==> src/rtl/bonus_fall_ctrl_if.sv <==
// Signal bundle between game control and the falling-bonus controller.
// The master side drives spawn/frame/hit/clear; the slave side returns position and pulses.
interface bonus_fall_ctrl_if;
  logic        startOfFrame;
  logic        spawn;
  logic [10:0] spawnX;
  logic [10:0] spawnY;
  logic        paddleHit;
  logic        clear;
  logic [10:0] topLeftMoveX;
  logic [10:0] topLeftMoveY;
  logic        bonusActive;
  logic        caughtPulse;
  logic        missedPulse;

  modport master (
    output startOfFrame, spawn, spawnX, spawnY, paddleHit, clear,
    input  topLeftMoveX, topLeftMoveY, bonusActive, caughtPulse, missedPulse
  );

  modport slave (
    input  startOfFrame, spawn, spawnX, spawnY, paddleHit, clear,
    output topLeftMoveX, topLeftMoveY, bonusActive, caughtPulse, missedPulse
  );
endinterface

==> src/rtl/bonus_fall_ctrl.sv <==
// Falling bonus motion controller: latches a spawn point, drops once per frame with
// stepped acceleration, and reports catch or miss as single-cycle pulses.
module bonus_fall_ctrl #(
  parameter int INIT_SPEED   = 2,
  parameter int MAX_SPEED    = 8,
  parameter int ACCEL_PERIOD = 16,
  parameter int SCREEN_H     = 480,
  parameter int OBJ_HEIGHT   = 16
) (
  input  logic               clk,
  input  logic               resetN,
  bonus_fall_ctrl_if.slave   bus
);

  localparam int FloorY = SCREEN_H - OBJ_HEIGHT;
  localparam int CntW   = (ACCEL_PERIOD > 1) ? $clog2(ACCEL_PERIOD) : 1;
  localparam int SpdW   = $clog2(MAX_SPEED + 1);

  typedef enum logic [1:0] {S_IDLE, S_FALLING, S_CAUGHT, S_MISSED} state_e;

  state_e            state_q, state_d;
  logic [10:0]       x_q, x_d;
  logic [10:0]       y_q, y_d;
  logic [SpdW-1:0]   speed_q, speed_d;
  logic [CntW-1:0]   frame_cnt_q, frame_cnt_d;
  logic              active_q, active_d;
  logic              caught_q, caught_d;
  logic              missed_q, missed_d;
  logic [11:0]       next_y;

  // NOTE: every always_comb output gets a default first so no path can infer a latch.
  always_comb begin
    state_d     = state_q;
    x_d         = x_q;
    y_d         = y_q;
    speed_d     = speed_q;
    frame_cnt_d = frame_cnt_q;
    // One extra bit so a spawn near the bottom cannot wrap past the floor check.
    next_y      = {1'b0, y_q} + 12'(speed_q);

    if (bus.clear) begin
      state_d     = S_IDLE;
      speed_d     = SpdW'(INIT_SPEED);
      frame_cnt_d = '0;
    end else begin
      case (state_q)
        S_IDLE: begin
          if (bus.spawn) begin
            x_d         = bus.spawnX;
            y_d         = bus.spawnY;
            speed_d     = SpdW'(INIT_SPEED);
            frame_cnt_d = '0;
            state_d     = S_FALLING;
          end
        end
        S_FALLING: begin
          if (bus.paddleHit) begin
            state_d = S_CAUGHT;
          end else if (bus.startOfFrame) begin
            if (frame_cnt_q == CntW'(ACCEL_PERIOD - 1)) begin
              frame_cnt_d = '0;
              if (speed_q < SpdW'(MAX_SPEED)) speed_d = speed_q + 1'b1;
            end else begin
              frame_cnt_d = frame_cnt_q + 1'b1;
            end
            if (next_y > 12'(FloorY)) begin
              y_d     = 11'(FloorY);
              state_d = S_MISSED;
            end else begin
              y_d = next_y[10:0];
            end
          end
        end
        S_CAUGHT, S_MISSED: state_d = S_IDLE;
        default:            state_d = S_IDLE;
      endcase
    end

    // Outputs are registered copies of the next state so they never glitch.
    active_d = (state_d == S_FALLING);
    caught_d = (state_d == S_CAUGHT);
    missed_d = (state_d == S_MISSED);
  end

  // NOTE: sequential state uses non-blocking assignments so all flops update together.
  always_ff @(posedge clk or negedge resetN) begin
    if (!resetN) begin
      state_q     <= S_IDLE;
      x_q         <= '0;
      y_q         <= '0;
      speed_q     <= SpdW'(INIT_SPEED);
      frame_cnt_q <= '0;
      active_q    <= 1'b0;
      caught_q    <= 1'b0;
      missed_q    <= 1'b0;
    end else begin
      state_q     <= state_d;
      x_q         <= x_d;
      y_q         <= y_d;
      speed_q     <= speed_d;
      frame_cnt_q <= frame_cnt_d;
      active_q    <= active_d;
      caught_q    <= caught_d;
      missed_q    <= missed_d;
    end
  end

  assign bus.topLeftMoveX = x_q;
  assign bus.topLeftMoveY = y_q;
  assign bus.bonusActive  = active_q;
  assign bus.caughtPulse  = caught_q;
  assign bus.missedPulse  = missed_q;

endmodule

==> src/flat_wrapper.sv <==
// flat-port wrapper written by rule: the top's interface ports become plain ports
module bonus_fall_ctrl_flat 
#(
  parameter int INIT_SPEED   = 2,
  parameter int MAX_SPEED    = 8,
  parameter int ACCEL_PERIOD = 16,
  parameter int SCREEN_H     = 480,
  parameter int OBJ_HEIGHT   = 16
)
  (clk, resetN, bus_startOfFrame, bus_spawn, bus_spawnX, bus_spawnY, bus_paddleHit, bus_clear, bus_topLeftMoveX, bus_topLeftMoveY, bus_bonusActive, bus_caughtPulse, bus_missedPulse);
  bonus_fall_ctrl_if bus_i ();
  input  logic clk;
  input  logic resetN;
  input wire logic [$bits(bus_i.startOfFrame)-1:0] bus_startOfFrame;
  input wire logic [$bits(bus_i.spawn)-1:0] bus_spawn;
  input wire logic [$bits(bus_i.spawnX)-1:0] bus_spawnX;
  input wire logic [$bits(bus_i.spawnY)-1:0] bus_spawnY;
  input wire logic [$bits(bus_i.paddleHit)-1:0] bus_paddleHit;
  input wire logic [$bits(bus_i.clear)-1:0] bus_clear;
  output wire logic [$bits(bus_i.topLeftMoveX)-1:0] bus_topLeftMoveX;
  output wire logic [$bits(bus_i.topLeftMoveY)-1:0] bus_topLeftMoveY;
  output wire logic [$bits(bus_i.bonusActive)-1:0] bus_bonusActive;
  output wire logic [$bits(bus_i.caughtPulse)-1:0] bus_caughtPulse;
  output wire logic [$bits(bus_i.missedPulse)-1:0] bus_missedPulse;
  assign bus_i.startOfFrame = bus_startOfFrame;
  assign bus_i.spawn = bus_spawn;
  assign bus_i.spawnX = bus_spawnX;
  assign bus_i.spawnY = bus_spawnY;
  assign bus_i.paddleHit = bus_paddleHit;
  assign bus_i.clear = bus_clear;
  assign bus_topLeftMoveX = bus_i.topLeftMoveX;
  assign bus_topLeftMoveY = bus_i.topLeftMoveY;
  assign bus_bonusActive = bus_i.bonusActive;
  assign bus_caughtPulse = bus_i.caughtPulse;
  assign bus_missedPulse = bus_i.missedPulse;
  bonus_fall_ctrl #(.INIT_SPEED(INIT_SPEED), .MAX_SPEED(MAX_SPEED), .ACCEL_PERIOD(ACCEL_PERIOD), .SCREEN_H(SCREEN_H), .OBJ_HEIGHT(OBJ_HEIGHT)) u_core (.clk(clk), .resetN(resetN), .bus(bus_i));
endmodule
==> config.mk <==
export PLATFORM = sky130hd
export DESIGN_NAME = bonus_fall_ctrl_flat
export DESIGN_NICKNAME = d
export VERILOG_FILES = /design/src/rtl/bonus_fall_ctrl_if.sv /design/src/rtl/bonus_fall_ctrl.sv /design/src/flat_wrapper.sv
export SDC_FILE = /design/constraint.sdc
export NUM_CORES = 1
export LEC_CHECK = 0
export BUFFER_PORTS_ARGS = -buffer_cell sky130_fd_sc_hd__buf_2
export CAP_MARGIN = 20
export CORE_UTILIZATION = 55
export CTS_BUF_LIST = sky130_fd_sc_hd__clkbuf_16
export DETAILED_ROUTE_END_ITERATION = 16
export PLACE_DENSITY = 0.83
export RECOVER_POWER = 25
export SETUP_SLACK_MARGIN = 0.02
export SLEW_MARGIN = 5
export SYNTH_ARGS = -nofsm -noshare
export SYNTH_HDL_FRONTEND = slang
export SYNTH_SLANG_ARGS = --single-unit
==> constraint.sdc <==
create_clock -name clk -period 7.15 [get_ports clk]
set_input_delay 1.43 -clock clk [delete_from_list [all_inputs] [get_ports clk]]
set_output_delay 1.43 -clock clk [all_outputs]
set_load 0.02 [all_outputs]
; ---- Word-level counts from Yosys, hierarchy flattened
; Cells that the tools add are included.
; W data, S select, Z words.
[op_classes]
n_addsub = 3
order_cmp = 2
eq_ne = 15
mux = 24
bitwise_logic = 1
reduce_logical = 8
[ops]
columns = operator, count
row1 = $mux W11, 4
row2 = $mux W4, 11
row3 = $pmux W11 S2, 1
row4 = $pmux W4 S2, 2
row5 = $add A11 B4 Y12, 1
row6 = $gt A12 B9 Y1 const B, 1
row7 = $mux W2, 5
row8 = $ne A3 B3 Y1 const B, 3
row9 = $add A4 B1 Y4 const B, 2
row10 = $eq A2 B2 Y1 const B, 4
row11 = $ne A2 B2 Y1 const B, 3
row12 = $ne A3 B2 Y1 const B, 2
row13 = $pmux W2 S3, 1
row14 = $reduce_and A6 Y1, 1
row15 = $reduce_and A5 Y1, 1
row16 = $eq A2 B1 Y1 const B, 2
row17 = $eq A4 B4 Y1 const B, 1
row18 = $lt A4 B4 Y1 const B, 1
row19 = $reduce_and A4 Y1, 1
row20 = $reduce_and A3 Y1, 1
row21 = $reduce_bool A3 Y1, 1
row22 = $logic_not A2 Y1, 1
row23 = $reduce_bool A2 Y1, 1
row24 = $reduce_or A2 Y1, 1
row25 = $not A1 Y1, 1
[word_totals]
ff_bits = 35
output_inout_bits = 25
word_cells = 61

; ---- Logic depth before layout (Yosys ltp)
[logic_depth]
ltp_word = 8
depth_mapped = 11
depth_no_buf = 10

; ---- Worst setup path before layout
; OpenSTA, ideal clock, no wires.
[synth_path]
path_type = in2reg
startpoint = input port bus_clear
endpoint = register u_core.x_q[10] (netlist: u_core.bus.topLeftMoveX[10])
arrival_ns = 2.616
slack_ns = 4.409
path_stages = 4
path_cell_list = clkbuf_1 nor4_1 clkbuf_1 mux2_2
[synth_between]
elab_chain_cells = 2
[synth_rtl]
columns = item, line_no
row1 = "start, declared", flat_wrapper.sv:19  ; input wire logic [$bits(bus_i.clear)-1:0] bus_clear;
row2 = $not A1 Y1 (no line), n/a
row3 = $reduce_and A3 Y1 (no line), n/a
row4 = "end signal, assigned", bonus_fall_ctrl.sv:89  ; x_q <= '0;
row5 = "end signal, assigned", bonus_fall_ctrl.sv:98  ; x_q <= x_d;
row6 = "end, declared", bonus_fall_ctrl.sv:22  ; logic [10:0] x_q, x_d;
; No other way between the ends.
; A chain may end at the register's enable or synchronous reset.

; ---- Worst setup path in the final report
[layout_path]
startpoint = register u_core.speed_q[0]
endpoint = register u_core.y_q[6] (netlist: u_core.bus.topLeftMoveY[6])
[layout_between]
elab_chain_cells = 6
[layout_rtl]
columns = item, line_no
row1 = "start, declared", bonus_fall_ctrl.sv:24  ; logic [SpdW-1:0] speed_q, speed_d;
row2 = "start signal, assigned", bonus_fall_ctrl.sv:91  ; speed_q <= SpdW'(INIT_SPEED);
row3 = "start signal, assigned", bonus_fall_ctrl.sv:100  ; speed_q <= speed_d;
row4 = $add A11 B4 Y12 *, bonus_fall_ctrl.sv:39  ; next_y = {1'b0, y_q} + 12'(speed_q);
row5 = $gt A12 B9 Y1, bonus_fall_ctrl.sv:66  ; if (next_y > 12'(FloorY)) begin
row6 = $mux W11 *, bonus_fall_ctrl.sv:66
row7 = $mux W11 *, bonus_fall_ctrl.sv:59  ; end else if (bus.startOfFrame) begin
row8 = $mux W11 *, bonus_fall_ctrl.sv:57  ; if (bus.paddleHit) begin
row9 = $pmux W11 S2 *, bonus_fall_ctrl.sv:46  ; case (state_q)
row10 = "end signal, assigned", bonus_fall_ctrl.sv:99  ; y_q <= y_d;
row11 = "end, declared", bonus_fall_ctrl.sv:23  ; logic [10:0] y_q, y_d;
; Every way passes the cells marked *; elsewhere a longest branch is shown, timed or not. The select of a mux whose other input is x is not followed.

==> run_results.csv <==
group,metric,value,unit
clocking,cts_setup_buffers,0,
critical_path,max_stage_delay,0.43,ns
placement,portBuffers,52,
synth,yosysWarningCount,0,
clocking,cts.sinks,35,
synth,synthAdderAreaFrac,0.0501,
finish,layout_common_cells,"buf_2, dfrtp_1, o21ai_0",
route,drc,0,
route,drt-initial-drc-count,97,
synth,async_flop_share,1.00,
sta,fin_crit_sh,0.398,
clocking,clkLatencyLatePin,0.28,ns
synth,ys.flop_type,"dfrtp_1",
critical_path,slowest_stage,"dfrtp_1",
clocking,cts_tree,"built",
critical_path,crit_chain,"ha_1 -> inv_1 -> fa_1 -> nand2b_1 -> a211oi_2 -> nor2_1 -> mux2i_1 -> or3_1 -> o22ai_1 -> a22oi_1",
die,fp-row-count,20,
power,p_clk_frac,0.291,
sta,setup_viol,0,
die,ioPinCount,53,
clocking,clockBufferDepth,2,
finish,area_growth,23.5,%
finish,num-fill-cells,247,
worst_hold_path,hold_path_end,"u_core.bus.topLeftMoveX[9]",
grt,globalRoute.totalOverflow,0,
clocking,htree_levels,2,
finish,finalNetCount,278,
finish,final_common_cell,"buf_2",
clocking,cts_buffers,5,
synth,synthXorXnorAreaFrac,0.0231,
grt,grt_max_degree,36,
critical_path,r2r-start,"u_core.speed_q[0]",
worst_hold_path,hold_start,"u_core.bus.topLeftMoveX[9]",
grt,grt_use_total,0.244,
sta,slew_headroom,-0.202,
synth,synthMuxAreaShare,0.0758,
synth,synth-compound-area-share,0.202,
synth,synth_top_family_by_area,"compound AO/OA/AOI/OAI gates",
sta,clock_skew,0.00279,ns
run_status,status,"finished with violations",
power,p_int,0.453,mW
flow_run,maxCapViolCount,1,
power,p_sw,0.250,mW
sta,max_freq,351,MHz
route,detail_route.wl_per_cell,14.4,um
synth,syn_area,1900,um^2
worst_hold_path,hold_class,"reg2reg",
clocking,clockRootBuffer,"clkbuf_16",
synth,synth-simple-area-share,0.156,
critical_path,cp.required,7.35,ns
synth,yosys_register_bits,35,
synth,syn_nets,224,
die,start_util,0.602,
route,wl,4140,um
critical_path,cp-end-kind,"flip-flop",
placement,dp_hpwl,2990,um
sta,period_needed,2.85,ns
run_status,failed_checks,"capacitance limit, slew limit",
finish,drive_above_1_share,0.316,
placement,place_congestion,0.819,
power,peakVddDrop,0.209,mV
sta,fin_setup_tns,0,ns
sta,worst_slew_pin_slew,1.80,ns
route,routed_via_density,5.69,
die,core,3150,um^2
placement,dp_cells,279,
die,die_area,3690,um^2
power,seqPwrFrac,0.376,
clocking,clkTransAtPathRegs,0.05,ns
critical_path,rr_endpoint,"u_core.bus.topLeftMoveY[6]",
power,swShare,0.356,
die,fp.dieW,60.7,um
power,combinationalPowerShare,0.333,
synth,ys_types,43,
power,p_leak,1.08,nW
critical_path,start_kind,"flip-flop",
route,via_count,1639,
grt,antenna_found_initial,0,
die,die_h,60.7,um
critical_path,reg2reg_slack,4.30,ns
critical_path,worstSetupPathType,"reg2reg",
critical_path,worst-r2r-cell-count,10,
sta,drv_slew,36,
route,ant_nets,0,
grt,grt_first_pass_wirelength,6490,um
synth,synth_edf_count,0,
finish,diodes,0,
finish,final_cells,288,
worst_hold_path,hold_path_depth,1,
clocking,cts_hold_buffers,0,
power,powerDensity,300,nW/um^2
sta,grt_setup_unrepaired,"false",
route,first_pass_iters,4,
clocking,post_cts_resized,0,
critical_path,worstPathArrival,3.05,ns
critical_path,cp_max_fo,10,
synth,postSynthCellCount,189,
synth,synth_seq_area_share,0.462,
grt,grt_pass1_vias,1441,
synth,syn_area_per_cell,10.0,um^2
sta,hold_violations,0,
logic make-up after synthesis:
family | count (synthesis)
AOI/OAI and AO/OA | 54
muxes | 13
xor gates and xnor gates | 5
buffers and inverters | 14
adders and majority gates | 7
and+or+nand+nor | 61
DFF | 35
synth_stat cells, drive strengths merged, types with 4 or more instances:
| master | number | area, um^2 |
|---|---|---|
| clkbuf | 5 | 18.8 |
| nor3 | 4 | 20.0 |
| o21a | 5 | 37.5 |
| nand2 | 14 | 52.6 |
| o22ai | 4 | 25.0 |
| nand2b | 4 | 25.0 |
| inv | 7 | 26.3 |
| o22a | 4 | 35.0 |
| nand3 | 13 | 65.1 |
| a21oi | 9 | 56.3 |
| o21ai | 15 | 75.1 |
| nor2 | 13 | 48.8 |
| dfrtp | 34 | 851 |
| ha | 6 | 75.1 |
| xnor2 | 5 | 43.8 |
| mux2 | 11 | 124 |
stage by stage:
| stage | power, mW | setup slack (ns) | instance area (um^2) | util | hold WS (ns) |
|---|---|---|---|---|---|
| floorplan | 0.428 | 4.41 | 1900 | - | 0.473 |
| global placement | 0.494 | 4.08 | 2200 | 0.698 | 0.486 |
| detailed placement | 0.499 | 4.00 | 2200 | 0.698 | 0.495 |
| CTS | 0.706 | 4.29 | 2340 | 0.742 | 0.503 |
| global route | 0.738 | 4.04 | 2340 | 0.744 | 0.514 |
| finish | 0.703 | 4.30 | 2340 | 0.744 | 0.501 |
worst max path at each step:
stage,to,slack [ns],depth (start not counted),from
floorplan,u_core.bus.topLeftMoveX[10],4.41,4,bus_clear
detailed placement,u_core.bus.topLeftMoveX[1],4.00,3,bus_clear
global placement,u_core.bus.topLeftMoveX[8],4.08,3,bus_clear
global route,u_core.bus.topLeftMoveY[7],4.04,1,resetN
finish,u_core.bus.topLeftMoveY[6],4.30,10,u_core.speed_q[0]
CTS,u_core.bus.topLeftMoveX[1],4.29,3,bus_clear
registers in the layout (all words and copies together), names as in the netlist:
register                 flops
u_core.bus.topLeftMoveX     11
u_core.speed_q               4
u_core.state_q               2
u_core.bus.bonusActive       1
u_core.frame_cnt_q           4
u_core.bus.missedPulse       1
u_core.bus.topLeftMoveY     11
u_core.bus.caughtPulse       1
critical path: cells and delay by family (launching register included):
family,cells,cell delay [ns]
compound gates,3,0.73
simple gates,3,0.63
fa+ha+maj,2,0.60
flops,1,0.43
mux,1,0.32
buf+inv,1,0.05
layout make-up:
type | count | area (um^2) | area share
clock buffers | 5 | 125 | 0.0534
clock inverters | 3 | 12.5 | 0.00534
inverters | 7 | 26.3 | 0.0112
multi-input cells | 140 | 975 | 0.416
flip-flops and latches | 35 | 877 | 0.374
well taps | 44 | 55.1 | 0.0235
repair buffers | 54 | 274 | 0.117
power groups by stage:
stage	clock (mW)	sequential (mW)	combinational (mW)
after floorplan	0	0.301	0.127
after global placement	0	0.265	0.229
after detailed placement	0	0.266	0.233
after CTS	0.208	0.264	0.235
after global routing	0.216	0.269	0.254
final	0.205	0.264	0.234
metal layers:
layer | GRT usage | up-vias | wire, um
met4 | 0.0942 | 0 | 51
li1 | - | 799 | -
met1 | 0.326 | 790 | 1910
met2 | 0.388 | 45 | 2010
met3 | 0.0576 | 5 | 168
met5 | 0 | - | 0
(Power assumes the default switching activity.)
